`src/rtl/nn_layer_sequencer.sv`:
```
// Sequential two-layer fixed-point inference engine: one shared MAC walks every
// neuron, fetching bias/weights from a synchronous ROM and hidden sums through a tanh LUT.
module nn_layer_sequencer #(
  parameter int unsigned N_IN  = 7,
  parameter int unsigned N_HID = 128,
  parameter int unsigned N_OUT = 3,
  parameter int unsigned DW    = 9,
  parameter int unsigned FRAC  = 4,
  parameter int unsigned ACC_W = 26,
  parameter int unsigned AW    = 11
) (
  input  logic          clk,
  input  logic          rst,
  input  logic          start,
  output logic          busy,
  output logic          done,
  output logic [AW-1:0] w_addr,
  input  logic [DW-1:0] w_data,
  output logic          op_sel,
  output logic [6:0]    op_addr,
  input  logic [DW-1:0] op_data,
  output logic          act_req,
  output logic [DW-1:0] act_in,
  input  logic          act_ack,
  input  logic [DW-1:0] act_out,
  output logic          h_we,
  output logic [6:0]    h_addr,
  output logic [DW-1:0] h_wdata,
  output logic          y_valid,
  output logic [1:0]    y_idx,
  output logic [DW-1:0] y_data
);

  localparam int unsigned KW       = 8;
  localparam int unsigned NW       = 7;
  localparam int unsigned PW       = 2 * DW;
  localparam int unsigned OUT_BASE = N_HID * (N_IN + 1);
  localparam logic signed [ACC_W:0] S_MAX = (ACC_W + 1)'(2 ** (DW - 1) - 1);
  localparam logic signed [ACC_W:0] S_MIN = ~S_MAX;
  localparam logic signed [ACC_W:0] HALF  = (ACC_W + 1)'(2 ** (FRAC - 1));

  typedef enum logic [2:0] {S_IDLE, S_BIAS, S_MAC, S_SAT, S_ACT} state_t;

  state_t                   state, state_n;
  logic                     layer, layer_n;
  logic [NW-1:0]            neuron, neuron_n;
  logic [KW-1:0]            k, k_n, k_last;
  logic signed [ACC_W-1:0]  acc, acc_n, bias_ext, prod_ext;
  logic signed [PW-1:0]     prod;
  logic signed [ACC_W:0]    rnd, shf;
  logic [DW-1:0]            s;
  logic [AW-1:0]            base_n;

  logic          busy_n, done_n, op_sel_n, act_req_n, y_valid_n;
  logic [AW-1:0] w_addr_n;
  logic [6:0]    op_addr_n;
  logic [DW-1:0] act_in_n, y_data_n;
  logic [1:0]    y_idx_n;

  // MAC operands and round-half-up saturation of the finished sum
  always_comb begin
    prod     = $signed(w_data) * $signed(op_data);
    prod_ext = ACC_W'(prod);
    bias_ext = ACC_W'($signed(w_data)) <<< FRAC;
    rnd      = {acc[ACC_W-1], acc} + HALF;
    shf      = rnd >>> FRAC;
    if (shf > S_MAX)      s = S_MAX[DW-1:0];
    else if (shf < S_MIN) s = S_MIN[DW-1:0];
    else                  s = shf[DW-1:0];
  end

  // Next state plus next values of every registered output
  always_comb begin
    state_n  = state;
    layer_n  = layer;
    neuron_n = neuron;
    k_n      = k;
    acc_n    = acc;
    k_last   = layer ? KW'(N_HID) : KW'(N_IN);

    case (state)
      S_IDLE: begin
        if (start && !done) begin
          state_n  = S_BIAS;
          layer_n  = 1'b0;
          neuron_n = '0;
        end
      end
      S_BIAS: begin
        state_n = S_MAC;
        k_n     = '0;
      end
      S_MAC: begin
        acc_n = (k == '0) ? bias_ext : acc + prod_ext;
        if (k == k_last) state_n = S_SAT;
        else             k_n     = k + KW'(1);
      end
      S_SAT: begin
        if (!layer) begin
          state_n = S_ACT;
        end else if (neuron == NW'(N_OUT - 1)) begin
          state_n = S_IDLE;
        end else begin
          state_n  = S_BIAS;
          neuron_n = neuron + NW'(1);
        end
      end
      S_ACT: begin
        if (act_ack) begin
          state_n = S_BIAS;
          if (neuron == NW'(N_HID - 1)) begin
            layer_n  = 1'b1;
            neuron_n = '0;
          end else begin
            neuron_n = neuron + NW'(1);
          end
        end
      end
      default: state_n = S_IDLE;
    endcase

    base_n = layer_n ? AW'(OUT_BASE) + AW'(neuron_n) * AW'(N_HID + 1)
                     : AW'(neuron_n) * AW'(N_IN + 1);

    done_n    = (state == S_SAT) && layer && (neuron == NW'(N_OUT - 1));
    busy_n    = (state_n != S_IDLE) || done_n;
    y_valid_n = (state == S_SAT) && layer;
    y_idx_n   = y_valid_n ? 2'(neuron) : ((state_n == S_IDLE) ? 2'd0 : y_idx);
    y_data_n  = y_valid_n ? s : ((state_n == S_IDLE) ? '0 : y_data);

    w_addr_n  = '0;
    op_sel_n  = 1'b0;
    op_addr_n = '0;
    if (state_n == S_BIAS) begin
      w_addr_n = base_n;
    end else if (state_n == S_MAC) begin
      w_addr_n = base_n + AW'(k_n) + AW'(1);
      if (k_n != '0) begin
        op_sel_n  = layer_n;
        op_addr_n = NW'(k_n - KW'(1));
      end
    end

    // act_in captures the clamped sum on SAT->ACT and holds for the whole handshake
    act_req_n = (state_n == S_ACT);
    if (state_n != S_ACT)    act_in_n = '0;
    else if (state == S_SAT) act_in_n = s;
    else                     act_in_n = act_in;
  end

  always_ff @(posedge clk) begin
    if (rst) begin
      state   <= S_IDLE;
      layer   <= 1'b0;
      neuron  <= '0;
      k       <= '0;
      acc     <= '0;
      busy    <= 1'b0;
      done    <= 1'b0;
      w_addr  <= '0;
      op_sel  <= 1'b0;
      op_addr <= '0;
      act_req <= 1'b0;
      act_in  <= '0;
      y_valid <= 1'b0;
      y_idx   <= '0;
      y_data  <= '0;
    end else begin
      state   <= state_n;
      layer   <= layer_n;
      neuron  <= neuron_n;
      k       <= k_n;
      acc     <= acc_n;
      busy    <= busy_n;
      done    <= done_n;
      w_addr  <= w_addr_n;
      op_sel  <= op_sel_n;
      op_addr <= op_addr_n;
      act_req <= act_req_n;
      act_in  <= act_in_n;
      y_valid <= y_valid_n;
      y_idx   <= y_idx_n;
      y_data  <= y_data_n;
    end
  end

  // Hidden write lands in the ack cycle itself; reset suppresses it
  assign h_we    = (state == S_ACT) && act_ack && !rst;
  assign h_addr  = h_we ? neuron : '0;
  assign h_wdata = h_we ? act_out : '0;

endmodule

```
`config.mk`:
```
export PLATFORM = sky130hd
export DESIGN_NAME = nn_layer_sequencer
export DESIGN_NICKNAME = d
export VERILOG_FILES = /design/src/rtl/nn_layer_sequencer.sv
export SDC_FILE = /design/constraint.sdc
export NUM_CORES = 1
export LEC_CHECK = 0
export CAP_MARGIN = 20
export CORE_ASPECT_RATIO = 1.1
export CORE_MARGIN = 2
export CORE_UTILIZATION = 60
export DETAILED_ROUTE_END_ITERATION = 12
export DONT_BUFFER_PORTS = 1
export PLACE_DENSITY_LB_ADDON = 0.12
export SLEW_MARGIN = 10
export SYNTH_ARGS = -nofsm -noshare
export SYNTH_HDL_FRONTEND = slang
export SYNTH_SLANG_ARGS = --single-unit
```
`constraint.sdc`:
```
create_clock -name clk -period 20.2 [get_ports clk]
set_clock_uncertainty 0.2 [all_clocks]
set_input_delay 4.04 -clock clk [delete_from_list [all_inputs] [get_ports clk]]
set_output_delay 4.04 -clock clk [all_outputs]
set_load 0.05 [all_outputs]
```
==> qor.csv <==
metric,value,unit
status,"finished, final reports clean",
clock.fmax,102.7,MHz
crit_required,20.23,ns
synth_fp_nets,1371,
place_area,9622,um^2
dp_hpwl,16650,um
netlist_instances,1157,
relSlewSlack,0.3320,
async_reset_ff_frac,0,
rows,48,
drv_cap,0,
end_kind,flop,
synth-seq-cells,88,
power.total,1.234,mW
die_h,136.2,um
rsz0062_at_grt,no,
gp_congestion,0.8928,
grt_start_max_net_pins,54,
viasPerCell,5.750,
cts_tree,built,
arrival,9.76,ns
post_cts_buffers,0,
crit_type,in -> reg,
track_usage,0.2573,
firstDrtPassIters,5,
die-area,16920,um^2
design_area,9965,um^2
ctsHoldBuffers,0,
wl_per_cell,15.68,um
grt_pass1_vias,7480,
coreArea,15620,um^2
tightest_slew,0.9935,ns
avgSynthCellArea,8.244,um^2
placed_cells,1315,
finalNonFillerCells,1330,
io_pins,91,
drc,0,
syn2layout_area_growth,4.473,%
hp-class,reg -> reg,
start_util,0.6108,
ir_worst_vdd,0.09674,mV
layout.nets,1340,
cts-resized-gates,0,
grt_pass1_wl,35960,um
synth_edf_count,0,
critical_path.max_fanout,9,
drt_iter0_drc,494,
die_w,124.2,um
cp-start-kind,primary input,
leakage,4.676,nW
overflow,0,
fillers,1424,
yosysSeqAreaShare,0.1847,
numCtsBuffers,9,
rrSetupSlack,15.43,ns
cts_buffer_depth,2,
setup_viol_count_final,0,
cts_sinks,88,
antenna_found_initial,0,
root_buffer,clkbuf_16,
drt-total-wl,20850,um
vias,7647,
syn_area,9538,um^2
cellPowerDensity,123.8,nW/um^2
synth_cell_types,73,
path_clk_slew,0.06,ns
slew_viol_final,0,
drive_gt1_frac,0.03540,
n_antenna_cell,0,
ys.flop_type,dfxtp_1,
fin_setup_tns,0,ns
yosysWarnings,0,
io_buffers,0,
htreeDepth,3,
utilization,0.6381,
min_period_over_period,0.4819,
final_hold_viol_count,0,
clk_latency,0.34,ns
min_period,9.733,ns
detail-route-antenna-nets,0,
path summary, 6_finish.rpt:
| check | end | start | depth (start not counted) |
|---|---|---|---|
| worst max-delay path | acc[25]$_SDFFE_PP0P_ | op_data[2] | 20 |
| worst min-delay path | acc[1]$_SDFFE_PP0P_ | acc[1]$_SDFFE_PP0P_ | 2 |
| worst max register to register | acc[22]$_SDFFE_PP0P_ | acc[8]$_SDFFE_PP0P_ | 17 |
| worst min register to register | acc[1]$_SDFFE_PP0P_ | acc[1]$_SDFFE_PP0P_ | 2 |
cells in the mapped netlist (6+ instances only):
master    instances  share of area
a21boi_0          6         0.0047
nand2b_1          6         0.0039
a21oi_1          56          0.029
o22ai_1           7         0.0046
and2_1           57          0.037
inv_1           197          0.078
ha_1             80           0.10
and3_1            9         0.0059
nand3_1          40          0.021
nor2_1           79          0.031
xnor2_1          31          0.028
xor2_1           14          0.013
a211oi_1          8         0.0063
fa_1            103           0.22
nand2_1         106          0.042
o21a_1            8         0.0063
a22oi_1           9         0.0071
clkbuf_1         38          0.015
o21ai_0          38          0.020
a311oi_1          7         0.0064
o31ai_1          10         0.0079
nand4_1           7         0.0046
nor2b_1          15         0.0098
nor4_1            7         0.0046
a21o_1           12         0.0094
o211ai_1          8         0.0063
a31oi_1           9         0.0059
dfxtp_1          88           0.18
nor3_1           23          0.012
per-stage QoR:
| stage | hold slack, ns | setup WS (ns) |
|---|---|---|
| after floorplan | 0.2362 | 10.25 |
| after global placement | 0.2389 | 10.20 |
| after detailed placement | 0.2490 | 10.09 |
| after CTS | 0.2572 | 10.44 |
| after global routing | 0.2674 | 10.06 |
| final | 0.2594 | 10.47 |
power by group:
part / total [mW] / internal (mW) / switching, mW
Clock: 0.193 / 0.124 / 0.0689
Sequential: 0.195 / 0.180 / 0.0154
Combinational: 0.846 / 0.367 / 0.479
Total: 1.23 / 0.670 / 0.564
area by class of cell:
class                      instances  area [um^2]  area share
clock buffer                      10        239.0     0.02398
clock inverter                     5        103.9     0.01042
inverter                         198        743.2     0.07459
multi-input combinational        825         6837      0.6861
sequential                        88         1762      0.1768
tap                              200        250.2     0.02511
timing repair buffer               4        30.03    0.003014
placed cells by master (no fill, tap or decap), types with 8 or more instances in the layout:
master / instances
nand2_1: 106
o21a_1: 8
nor3_1: 23
dfxtp_1: 88
inv_1: 197
clkbuf_16: 9
fa_1: 103
and3_1: 9
a21oi_1: 56
o31ai_1: 10
and2_1: 57
o211ai_1: 8
xor2_1: 14
nor2_1: 79
ha_1: 80
a22oi_1: 9
a31oi_1: 9
a211oi_1: 8
a21o_1: 12
o21ai_0: 38
nor2b_1: 15
nand3_1: 40
xnor2_1: 31
critical path: stages:
cell and delay, ns:
and2_1 0.16, fa_1 0.80, inv_1 0.13, fa_1 0.72, inv_1 0.11, fa_1 0.49
fa_1 0.54, inv_1 0.05, fa_1 0.52, inv_1 0.04, ha_1 0.35, a21oi_1 0.20
a21boi_0 0.14, a211o_1 0.28, a31o_2 0.23, o31ai_1 0.40, o211ai_1 0.14, a21oi_1 0.20
xnor2_1 0.14, o22ai_1 0.09
cells by family (layout without fill, tap and decap cells):
logic type | after synthesis | count (layout) | synth area share
multiplexers | 6 | 6 | 0.006559
AO/OA/AOI/OAI | 210 | 210 | 0.1444
AND/OR/NAND/NOR | 381 | 381 | 0.2033
flip-flops | 88 | 88 | 0.1847
adder cells (fa/ha/maj) | 183 | 183 | 0.3211
buffers and inverters | 244 | 217 | 0.09852
XOR/XNOR | 45 | 45 | 0.04132
flip-flops by register name (all words and copies together) (netlist names):
name	count
state	3
op_sel	1
y_data	9
k	8
busy	1
op_addr	7
y_valid	1
act_req	1
done	1
neuron	7
acc	26
layer	1
y_idx	2
w_addr	11
act_in	9
per-layer routing:
layer	GRT usage	share of wire
met5	0	0
met2	0.4454	0.50
met4	0.07116	0.023
met1	0.3469	0.45
met3	0.02597	0.028
(Power assumes the default switching activity.)
